==> src/rtl/zx_bus_if.sv <==
// CPU-side bus bundle between the bus master and the ULA, plus its command/response handshake.
// Latency: none, wires only.
// Backpressure: cmd_valid/cmd_ready for commands; rsp_valid is a one-cycle pulse with no ready.
interface zx_bus_if;
    logic        cmd_valid;
    logic        cmd_ready;
    logic [2:0]  cmd_op;
    logic [15:0] cmd_addr;
    logic [7:0]  cmd_wdata;
    logic        rsp_valid;
    logic [7:0]  rsp_rdata;
    logic [15:0] xa;
    logic [7:0]  xd_o;
    logic        xd_oe;
    logic [7:0]  xd_i;
    logic        n_mreq;
    logic        n_iorq;
    logic        n_rd;
    logic        n_wr;
    logic        n_m1;
    logic        n_rfsh;
    logic        n_wait;

    modport master (
        input  cmd_valid, cmd_op, cmd_addr, cmd_wdata, xd_i, n_wait,
        output cmd_ready, rsp_valid, rsp_rdata, xa, xd_o, xd_oe,
               n_mreq, n_iorq, n_rd, n_wr, n_m1, n_rfsh
    );

    modport slave (
        output cmd_valid, cmd_op, cmd_addr, cmd_wdata, xd_i, n_wait,
        input  cmd_ready, rsp_valid, rsp_rdata, xa, xd_o, xd_oe,
               n_mreq, n_iorq, n_rd, n_wr, n_m1, n_rfsh
    );
endinterface

==> src/rtl/zx_bus_master.sv <==
// Z80 bus initiator: runs one M1 / memory / I/O machine cycle per accepted command.
// Latency: T1 starts at the first cpu_p after acceptance; read data returns at p3 (M1) or n3.
// Backpressure: cmd_ready is high only in IDLE with nothing pending; one cycle in flight.
module zx_bus_master #(
    parameter int RFSH_W      = 7,
    parameter int IO_AUTOWAIT = 1
) (
    input  logic     clk28,
    input  logic     rst,
    input  logic     cpu_p,
    input  logic     cpu_n,
    zx_bus_if.master bus
);
    typedef enum logic [2:0] {IDLE, T1, T2, TW, T3, T4} state_t;

    typedef struct packed {
        logic [15:0] xa;
        logic [7:0]  xd_o;
        logic        xd_oe;
        logic        n_mreq;
        logic        n_iorq;
        logic        n_rd;
        logic        n_wr;
        logic        n_m1;
        logic        n_rfsh;
    } bus_out_t;

    localparam logic [2:0] OP_M1  = 3'd0;
    localparam logic [2:0] OP_MRD = 3'd1;
    localparam logic [2:0] OP_MWR = 3'd2;
    localparam logic [2:0] OP_IOR = 3'd3;
    localparam logic [2:0] OP_IOW = 3'd4;
    localparam logic [3:0] AUTOWAIT = 4'(IO_AUTOWAIT);
    localparam bus_out_t BUS_IDLE = '{xa: 16'h0000, xd_o: 8'h00, xd_oe: 1'b0, n_mreq: 1'b1,
                                      n_iorq: 1'b1, n_rd: 1'b1, n_wr: 1'b1, n_m1: 1'b1, n_rfsh: 1'b1};

    state_t            state_q, state_nx;
    logic              pend_q, pend_nx;
    logic [2:0]        op_q, op_nx;
    logic [15:0]       addr_q, addr_nx;
    logic [7:0]        wdata_q, wdata_nx;
    logic              wait_q, wait_nx;     // last sampled wait request: one more TW needed
    logic [3:0]        tw_q, tw_nx;         // forced I/O wait states already spent
    logic [RFSH_W-1:0] rfsh_q, rfsh_nx;
    logic              ready_q, ready_nx;
    logic              rvalid_q, rvalid_nx;
    logic [7:0]        rdata_q, rdata_nx;
    bus_out_t          out_q, out_nx;
    logic              is_io;
    logic              go_t3;

    assign is_io = (op_q == OP_IOR) || (op_q == OP_IOW);

    // State and bus registers; reset drops every strobe on the same clk28 edge.
    always_ff @(posedge clk28) begin
        if (rst) begin
            state_q  <= IDLE;
            pend_q   <= 1'b0;
            op_q     <= OP_M1;
            addr_q   <= 16'h0000;
            wdata_q  <= 8'h00;
            wait_q   <= 1'b0;
            tw_q     <= 4'd0;
            rfsh_q   <= '0;
            ready_q  <= 1'b0;
            rvalid_q <= 1'b0;
            rdata_q  <= 8'h00;
            out_q    <= BUS_IDLE;
        end else begin
            state_q  <= state_nx;
            pend_q   <= pend_nx;
            op_q     <= op_nx;
            addr_q   <= addr_nx;
            wdata_q  <= wdata_nx;
            wait_q   <= wait_nx;
            tw_q     <= tw_nx;
            rfsh_q   <= rfsh_nx;
            ready_q  <= ready_nx;
            rvalid_q <= rvalid_nx;
            rdata_q  <= rdata_nx;
            out_q    <= out_nx;
        end
    end

    // T-state sequencing and strobe updates, advanced only on cpu_p (priority) or cpu_n.
    always_comb begin
        state_nx  = state_q;
        pend_nx   = pend_q;
        op_nx     = op_q;
        addr_nx   = addr_q;
        wdata_nx  = wdata_q;
        wait_nx   = wait_q;
        tw_nx     = tw_q;
        rfsh_nx   = rfsh_q;
        rdata_nx  = rdata_q;
        rvalid_nx = 1'b0;
        out_nx    = out_q;
        go_t3     = 1'b0;

        case (state_q)
            IDLE: begin
                if (ready_q && bus.cmd_valid) begin
                    op_nx    = bus.cmd_op;
                    addr_nx  = bus.cmd_addr;
                    wdata_nx = bus.cmd_wdata;
                    // Reserved opcodes are swallowed without touching the bus.
                    pend_nx  = (bus.cmd_op <= OP_IOW);
                end else if (pend_q && cpu_p) begin
                    state_nx    = T1;
                    pend_nx     = 1'b0;
                    wait_nx     = 1'b0;
                    tw_nx       = 4'd0;
                    out_nx.xa   = addr_q;
                    out_nx.n_m1 = (op_q != OP_M1);
                    if (op_q == OP_MWR || op_q == OP_IOW) begin
                        out_nx.xd_o  = wdata_q;
                        out_nx.xd_oe = 1'b1;
                    end
                end
            end
            T1: begin
                if (cpu_p) begin
                    state_nx = T2;
                    if (is_io) begin
                        out_nx.n_iorq = 1'b0;
                        out_nx.n_rd   = (op_q != OP_IOR);
                        out_nx.n_wr   = (op_q != OP_IOW);
                    end
                end else if (cpu_n && !is_io) begin
                    out_nx.n_mreq = 1'b0;
                    out_nx.n_rd   = (op_q == OP_MWR);
                end
            end
            T2: begin
                if (cpu_p) begin
                    if (is_io && AUTOWAIT != 4'd0) begin
                        state_nx = TW;
                        tw_nx    = 4'd1;
                    end else if (wait_q) begin
                        state_nx = TW;
                    end else begin
                        go_t3 = 1'b1;
                    end
                end else if (cpu_n) begin
                    if (!is_io || AUTOWAIT == 4'd0) wait_nx = !bus.n_wait;
                    if (op_q == OP_MWR) out_nx.n_wr = 1'b0;
                end
            end
            TW: begin
                if (cpu_p) begin
                    if (is_io && tw_q < AUTOWAIT) tw_nx = tw_q + 4'd1;
                    else if (!wait_q)             go_t3 = 1'b1;
                end else if (cpu_n) begin
                    // I/O only listens to n_wait from the last forced TW onward.
                    if (!is_io || tw_q >= AUTOWAIT) wait_nx = !bus.n_wait;
                end
            end
            T3: begin
                if (cpu_p) begin
                    if (op_q == OP_M1) begin
                        state_nx = T4;
                    end else begin
                        state_nx     = IDLE;
                        out_nx.xd_oe = 1'b0;
                    end
                end else if (cpu_n) begin
                    if (op_q == OP_M1) begin
                        out_nx.n_mreq = 1'b0;
                    end else begin
                        out_nx.n_mreq = 1'b1;
                        out_nx.n_iorq = 1'b1;
                        out_nx.n_rd   = 1'b1;
                        out_nx.n_wr   = 1'b1;
                        if (op_q == OP_MRD || op_q == OP_IOR) begin
                            rdata_nx  = bus.xd_i;
                            rvalid_nx = 1'b1;
                        end
                    end
                end
            end
            T4: begin
                if (cpu_p) begin
                    state_nx      = IDLE;
                    out_nx.n_rfsh = 1'b1;
                    rfsh_nx       = rfsh_q + 1'b1;
                end else if (cpu_n) begin
                    out_nx.n_mreq = 1'b1;
                end
            end
            default: state_nx = IDLE;
        endcase

        // Entering T3: an M1 fetch latches the opcode here and switches to refresh.
        if (go_t3) begin
            state_nx = T3;
            if (op_q == OP_M1) begin
                rdata_nx      = bus.xd_i;
                rvalid_nx     = 1'b1;
                out_nx.n_mreq = 1'b1;
                out_nx.n_rd   = 1'b1;
                out_nx.n_m1   = 1'b1;
                out_nx.n_rfsh = 1'b0;
                out_nx.xa     = 16'(rfsh_q);
            end
        end

        ready_nx = (state_nx == IDLE) && !pend_nx;
    end

    assign bus.cmd_ready = ready_q;
    assign bus.rsp_valid = rvalid_q;
    assign bus.rsp_rdata = rdata_q;
    assign bus.xa        = out_q.xa;
    assign bus.xd_o      = out_q.xd_o;
    assign bus.xd_oe     = out_q.xd_oe;
    assign bus.n_mreq    = out_q.n_mreq;
    assign bus.n_iorq    = out_q.n_iorq;
    assign bus.n_rd      = out_q.n_rd;
    assign bus.n_wr      = out_q.n_wr;
    assign bus.n_m1      = out_q.n_m1;
    assign bus.n_rfsh    = out_q.n_rfsh;
endmodule

==> src/flat_wrapper.sv <==
// flat-port wrapper written by rule: the top's interface ports become plain ports
module zx_bus_master_flat 
#(
    parameter int RFSH_W      = 7,
    parameter int IO_AUTOWAIT = 1
)
  (clk28, rst, cpu_p, cpu_n, bus_cmd_valid, bus_cmd_op, bus_cmd_addr, bus_cmd_wdata, bus_xd_i, bus_n_wait, bus_cmd_ready, bus_rsp_valid, bus_rsp_rdata, bus_xa, bus_xd_o, bus_xd_oe, bus_n_mreq, bus_n_iorq, bus_n_rd, bus_n_wr, bus_n_m1, bus_n_rfsh);
  zx_bus_if bus_i ();
  input  logic clk28;
  input  logic rst;
  input  logic cpu_p;
  input  logic cpu_n;
  input wire logic [$bits(bus_i.cmd_valid)-1:0] bus_cmd_valid;
  input wire logic [$bits(bus_i.cmd_op)-1:0] bus_cmd_op;
  input wire logic [$bits(bus_i.cmd_addr)-1:0] bus_cmd_addr;
  input wire logic [$bits(bus_i.cmd_wdata)-1:0] bus_cmd_wdata;
  input wire logic [$bits(bus_i.xd_i)-1:0] bus_xd_i;
  input wire logic [$bits(bus_i.n_wait)-1:0] bus_n_wait;
  output wire logic [$bits(bus_i.cmd_ready)-1:0] bus_cmd_ready;
  output wire logic [$bits(bus_i.rsp_valid)-1:0] bus_rsp_valid;
  output wire logic [$bits(bus_i.rsp_rdata)-1:0] bus_rsp_rdata;
  output wire logic [$bits(bus_i.xa)-1:0] bus_xa;
  output wire logic [$bits(bus_i.xd_o)-1:0] bus_xd_o;
  output wire logic [$bits(bus_i.xd_oe)-1:0] bus_xd_oe;
  output wire logic [$bits(bus_i.n_mreq)-1:0] bus_n_mreq;
  output wire logic [$bits(bus_i.n_iorq)-1:0] bus_n_iorq;
  output wire logic [$bits(bus_i.n_rd)-1:0] bus_n_rd;
  output wire logic [$bits(bus_i.n_wr)-1:0] bus_n_wr;
  output wire logic [$bits(bus_i.n_m1)-1:0] bus_n_m1;
  output wire logic [$bits(bus_i.n_rfsh)-1:0] bus_n_rfsh;
  assign bus_i.cmd_valid = bus_cmd_valid;
  assign bus_i.cmd_op = bus_cmd_op;
  assign bus_i.cmd_addr = bus_cmd_addr;
  assign bus_i.cmd_wdata = bus_cmd_wdata;
  assign bus_i.xd_i = bus_xd_i;
  assign bus_i.n_wait = bus_n_wait;
  assign bus_cmd_ready = bus_i.cmd_ready;
  assign bus_rsp_valid = bus_i.rsp_valid;
  assign bus_rsp_rdata = bus_i.rsp_rdata;
  assign bus_xa = bus_i.xa;
  assign bus_xd_o = bus_i.xd_o;
  assign bus_xd_oe = bus_i.xd_oe;
  assign bus_n_mreq = bus_i.n_mreq;
  assign bus_n_iorq = bus_i.n_iorq;
  assign bus_n_rd = bus_i.n_rd;
  assign bus_n_wr = bus_i.n_wr;
  assign bus_n_m1 = bus_i.n_m1;
  assign bus_n_rfsh = bus_i.n_rfsh;
  zx_bus_master #(.RFSH_W(RFSH_W), .IO_AUTOWAIT(IO_AUTOWAIT)) u_core (.clk28(clk28), .rst(rst), .cpu_p(cpu_p), .cpu_n(cpu_n), .bus(bus_i));
endmodule
==> config.mk <==
export PLATFORM = sky130hd
export DESIGN_NAME = zx_bus_master_flat
export DESIGN_NICKNAME = d
export VERILOG_FILES = /design/src/rtl/zx_bus_if.sv /design/src/rtl/zx_bus_master.sv /design/src/flat_wrapper.sv
export SDC_FILE = /design/constraint.sdc
export NUM_CORES = 1
export LEC_CHECK = 0
export CAP_MARGIN = 15
export CORE_UTILIZATION = 40
export CTS_CLUSTER_SIZE = 40
export DETAILED_ROUTE_END_ITERATION = 8
export PLACE_DENSITY_LB_ADDON = 0.1
export SLEW_MARGIN = 10
export SYNTH_ARGS = -nofsm -noshare
export SYNTH_HDL_FRONTEND = slang
export SYNTH_SLANG_ARGS = --single-unit
==> constraint.sdc <==
create_clock -name clk28 -period 2.3 [get_ports clk28]
set_clock_uncertainty 0.1 [all_clocks]
set_input_delay 0.345 -clock clk28 [delete_from_list [all_inputs] [get_ports clk28]]
set_output_delay 0.345 -clock clk28 [all_outputs]
set_load 0.1 [all_outputs]
[After elaboration in Yosys (flattened, before gate mapping)]
Cells that the tools add are included.
Storage, ports and cells
  register bits: 84
  input bits: 41
Operators by class
  add/sub/neg operators: 2
  magnitude comparators: 3
  equality and inequality tests: 31
  multiplexer cells: 89
  bitwise operators: 1
  reductions and logical operators: 28
Operator list (number)
  $mux W8: 7
  $mux W25: 2
  $mux W1: 46
  $mux W3: 12
  $mux W16: 2
  $mux W4: 8
  $ne A2 B2 Y1 const B: 13
  $mux W24: 1
  $pmux W3 S6: 1
  $reduce_and A9 Y1: 2
  $ne A2 B1 Y1 const B: 7
  $eq A3 B2 Y1 const B: 4
  $pmux W4 S3: 1
  $reduce_and A6 Y1: 2
  $eq A3 B3 Y1 const B: 3
  $logic_not A3 Y1: 3
  $mux W9: 1
  $pmux W1 S3: 3
  $reduce_bool A3 Y1: 3
  $add A7 B1 Y7 const B: 1
  $reduce_and A7 Y1: 1
  $eq A3 B1 Y1 const B: 2
  $logic_and A1 B1 Y1: 5
  $add A4 B1 Y4 const B: 1
  other kinds (14): 23

[Depth between registers and ports, before layout]
  depth in word-level cells: 9
  mapped depth: 7
  mapped depth without buffers: 7

[Least setup slack after synthesis]
OpenSTA, ideal clock, no wires.
  kind: register to register
  start point: register u_core.ready_q (netlist: u_core.bus.cmd_ready)
  end point: register u_core.wait_q
  library setup time: 0.070 ns
  data arrival time: 2.096 ns
  data required time: 2.130 ns
  path slack: 0.034 ns
  stages on the path, launching flop included: 6
  path buffers: 1
  period minus slack after synthesis: 2.266 ns
  cell sequence: dfxtp_1 > nand2_1 > nand4_1 > clkbuf_1 > o311ai_0 > a21oi_1
Between the ends
  cells in the longest elaborated chain, start to end: 3
RTL lines
  from (decl): RTL line zx_bus_master.sv:45  | logic ready_q, ready_nx;
  from (signal assigned): RTL line zx_bus_master.sv:78  | ready_q <= ready_nx;
  $logic_and A1 B1 Y1: RTL line zx_bus_master.sv:102  | if (ready_q && bus.cmd_valid) begin
  $ne A2 B2 Y1 (no line)
  $reduce_and A9 Y1 (no line)
  to (signal assigned): RTL line zx_bus_master.sv:75  | wait_q <= wait_nx;
  to (decl): RTL line zx_bus_master.sv:42  | logic wait_q, wait_nx;
No other way between the ends.
A chain may end at the register's enable or synchronous reset.

[Worst setup path after layout]
  start point: register u_core.state_q[1]
  end point: register u_core.rdata_q[1] (netlist: u_core.bus.rsp_rdata[1])
Between the ends
  cells in the longest elaborated chain, start to end: 4
  elaborated cells between the ends (all ways): 7
  classes of those cells: 3 x eq/ne; 4 x mux
RTL lines
  from (decl): RTL line zx_bus_master.sv:37  | state_t state_q, state_nx;
  from (signal assigned): RTL line zx_bus_master.sv:70  | state_q <= state_nx;
  $eq A3 B3 Y1: RTL line zx_bus_master.sv:100  | case (state_q)
  $mux W8: RTL line zx_bus_master.sv:100
  $mux W8: RTL line zx_bus_master.sv:196  | if (op_q == OP_M1) begin
  $mux W8 (*): RTL line zx_bus_master.sv:194  | if (go_t3) begin
  to (signal assigned): RTL line zx_bus_master.sv:80  | rdata_q <= rdata_nx;
  to (decl): RTL line zx_bus_master.sv:47  | logic [7:0] rdata_q, rdata_nx;
Mark *: on every way between the ends. The rest lies on a longest branch, timed or not.

==> qor.yml <==
outcome: "complete, no violations"
first_global_vias: 3228
final_nets: 576
critPathArrivalTime_ps: 2180
min_to: "u_core.bus.n_rfsh$_SDFF_PP1_"
gr-max-usage-layer: "met2"
gr-usage-all-layers_pct: 19.7
met1_usage_pct: 25.2
crit_buf_inv: 1
tns_ps: 0
synth_cells: 435
num-fill-cells: 859
route.detailed.drc: 0
maxSlewViolCount: 0
synth-seq-cells: 84
tightest_slew_ps: 709
die_width_um: 97.1
cts-hold-fix-buffers: 0
initial_utilization_pct: 41.5
via_count: 3312
finalWirelength_um: 8910
area_growth_pct: 31.7
r2r_start: "u_core.state_q[1]$_SDFF_PP0_"
io_pins: 82
gp_congestion: 0.865
wire_per_inst_um: 13.8
grt_pass1_wl_um: 15100
r2r_slack_ps: 240
grt_max_degree: 66
synth_edf_count: 0
core_um2: 8720
powerDensity_nw_per_um2: 588
hp-class: "in -> reg"
dp_hpwl_um: 6450
worstHoldStart: "rst"
crit_slowest_cell: "dfxtp_1"
drt-pass1-iter-count: 4
ff2ff_path_depth: 6
timing.rr.end: "u_core.bus.rsp_rdata[1]$_SDFF_PP0_"
ys_warn_count: 0
required_ps: 2430
avgSynthCellArea_um2: 8.32
irDropWorstVdd_mv: 0.277
grt_overflow_total: 0
seq_area_um2: 1680
setup_viol: 0
post_dp_cell_area_um2: 4590
finalHoldViolations: 0
fp-row-count: 34
post-cts-setup-buffers: 0
synth-main-ff-cell: "dfxtp_1"
drive_gt1_share_pct: 18.8
multiInputGateArea_um2: 1790
io_buffers: 81
drtIter0Drc: 143
drv_cap: 0
cts_buffers: 9
htreeDepth: 3
met3_usage_pct: 5.11
endpoint_kind: "flip-flop"
fin_crit_sh_pct: 89.4
worstPathCellList: "nor4bb_1, nand2_1, a21oi_4, buf_12, mux2i_1, nor2_1"
crit_fanout: 12
cp_top_family: "simple AND/OR/NAND/NOR gates"
via_per_inst: 5.14
seq_area_frac_synth_pct: 46.5
max-slew-margin-rel_pct: 52.4
path_class: "reg -> reg"
leakage_nw: 1.90
clock_latency_ps: 350
syn-num-nets: 480
max_freq_ghz: 0.486
post-route-util_pct: 54.6
synth.distinct_cells: 52
clkSinkCount: 84
whs_path_depth: 3
grt_use_met2_pct: 32.6
grt_antenna_before_repair: 0
finalInstanceArea_um2: 4770
ant_nets: 0
rsz0062_at_grt: "false"
max_stage_delay_ps: 580
synth_area_um2: 3620
cts_tree: "yes"
cp-start-kind: "flip-flop"
root_buffer: "clkbuf_8"
die_area_um2: 9430
async_flop_share_pct: 0
clkTransAtPathRegs_ps: 90
clk_path_buf_depth: 2
die_h_um: 97.1
period_minus_slack_ps: 2060
cts_resized: 0
antenna_cells: 0
==> per-stage QoR <==
stage / total power, W / hold slack, ps / setup WS (ps) / instances
after global placement: 0.00189 / 336 / 6.76 / 628
after detailed placement: 0.00189 / 346 / -65.3 / 628
after floorplan: 0.00174 / 332 / 33.5 / 435
after global routing: 0.00294 / 216 / 59.3 / 644
after CTS: 0.00284 / 201 / 272 / 644
final: 0.00280 / 212 / 244 / 644
==> worst max-delay path by stage <==
| stage | startpoint | to | slack, ps | cells after the start |
|---|---|---|---|---|
| floorplan | u_core.bus.cmd_ready$_SDFF_PP0_ | u_core.wait_q$_SDFFE_PP0P_ | 30 | 5 |
| global placement | cpu_p | u_core.bus.rsp_rdata[4]$_SDFF_PP0_ | 7 | 7 |
| finish | u_core.state_q[1]$_SDFF_PP0_ | u_core.bus.rsp_rdata[1]$_SDFF_PP0_ | 240 | 6 |
| global route | u_core.state_q[1]$_SDFF_PP0_ | u_core.bus.rsp_rdata[6]$_SDFF_PP0_ | 60 | 6 |
| detailed placement | cpu_p | u_core.bus.rsp_rdata[1]$_SDFF_PP0_ | -70 | 8 |
| CTS | u_core.state_q[1]$_SDFF_PP0_ | u_core.bus.rsp_rdata[1]$_SDFF_PP0_ | 270 | 6 |
==> flip-flops by register name, indices dropped and copies added (netlist names), 3 cells and up <==
name and count:
u_core.addr_q 16, u_core.bus.xa 16, u_core.bus.rsp_rdata 8, u_core.bus.xd_o 8, u_core.wdata_q 8, u_core.rfsh_q 7, u_core.tw_q 4, u_core.op_q 3
u_core.state_q 3
==> cells in the mapped netlist, drive strengths merged, types with 4 or more instances <==
cell      n  area (um2)
o21ai    16        80.1
dfxtp    84        1680
buf      13        72.6
mux2i    20         200
a21oi    48         252
a211oi    4        35.0
nor2     41         154
a311oi    8        76.3
nand2b    4        25.0
inv       5        18.8
nor2b     8        60.1
nand3     4        25.0
or3       4        25.0
ha        4        50.1
clkbuf   16        60.1
nand2   103         387
==> metal layers <==
metal | up-vias | part of all wire (%)
met5 | - | 0
met4 | 0 | 1.1
met3 | 8 | 6.3
met2 | 100 | 45
met1 | 1520 | 47
li1 | 1684 | -
==> worst min-delay path: stages <==
cell	delay, ps
buf_2	90
inv_1	120
nand2_1	80
==> power breakdown <==
group	leakage [nW]	total, W	internal [W]	switching [W]
Combinational	1.14	0.000341	0.000148	0.000193
Sequential	0.680	0.00151	0.00149	0.0000247
Clock	0.0766	0.000950	0.000401	0.000549
==> placed cells by master (no fill, tap or decap), types with 4 or more instances in the layout <==
cell	count
a21oi_1	47
a311oi_1	7
buf_4	73
clkbuf_8	9
clkdlybuf4s50_1	39
clkinvlp_4	4
dfxtp_1	84
ha_1	4
inv_1	5
mux2i_1	20
nand2_1	103
nand2b_1	4
nor2_1	41
nor2b_1	5
o21ai_0	16
or3_1	4
==> area by class of cell <==
| type | count | area share, % |
|---|---|---|
| clock buffer | 10 | 2.68 |
| clock inverter | 6 | 1.05 |
| inverter | 5 | 0.394 |
| multi-input combinational | 317 | 37.5 |
| sequential | 84 | 35.3 |
| tap | 108 | 2.84 |
| timing repair buffer | 114 | 20.2 |
==> cells by family after synthesis <==
kind of cell | Yosys count | share of synthesized area, %
simple gates | 196 | 25.4
flops | 84 | 46.5
fa+ha+maj | 4 | 1.38
mux | 20 | 5.53
xor+xnor | 6 | 1.45
buf+inv | 34 | 4.18
compound gates | 91 | 15.6
No activity file was read; power rests on OpenSTA's default activity.
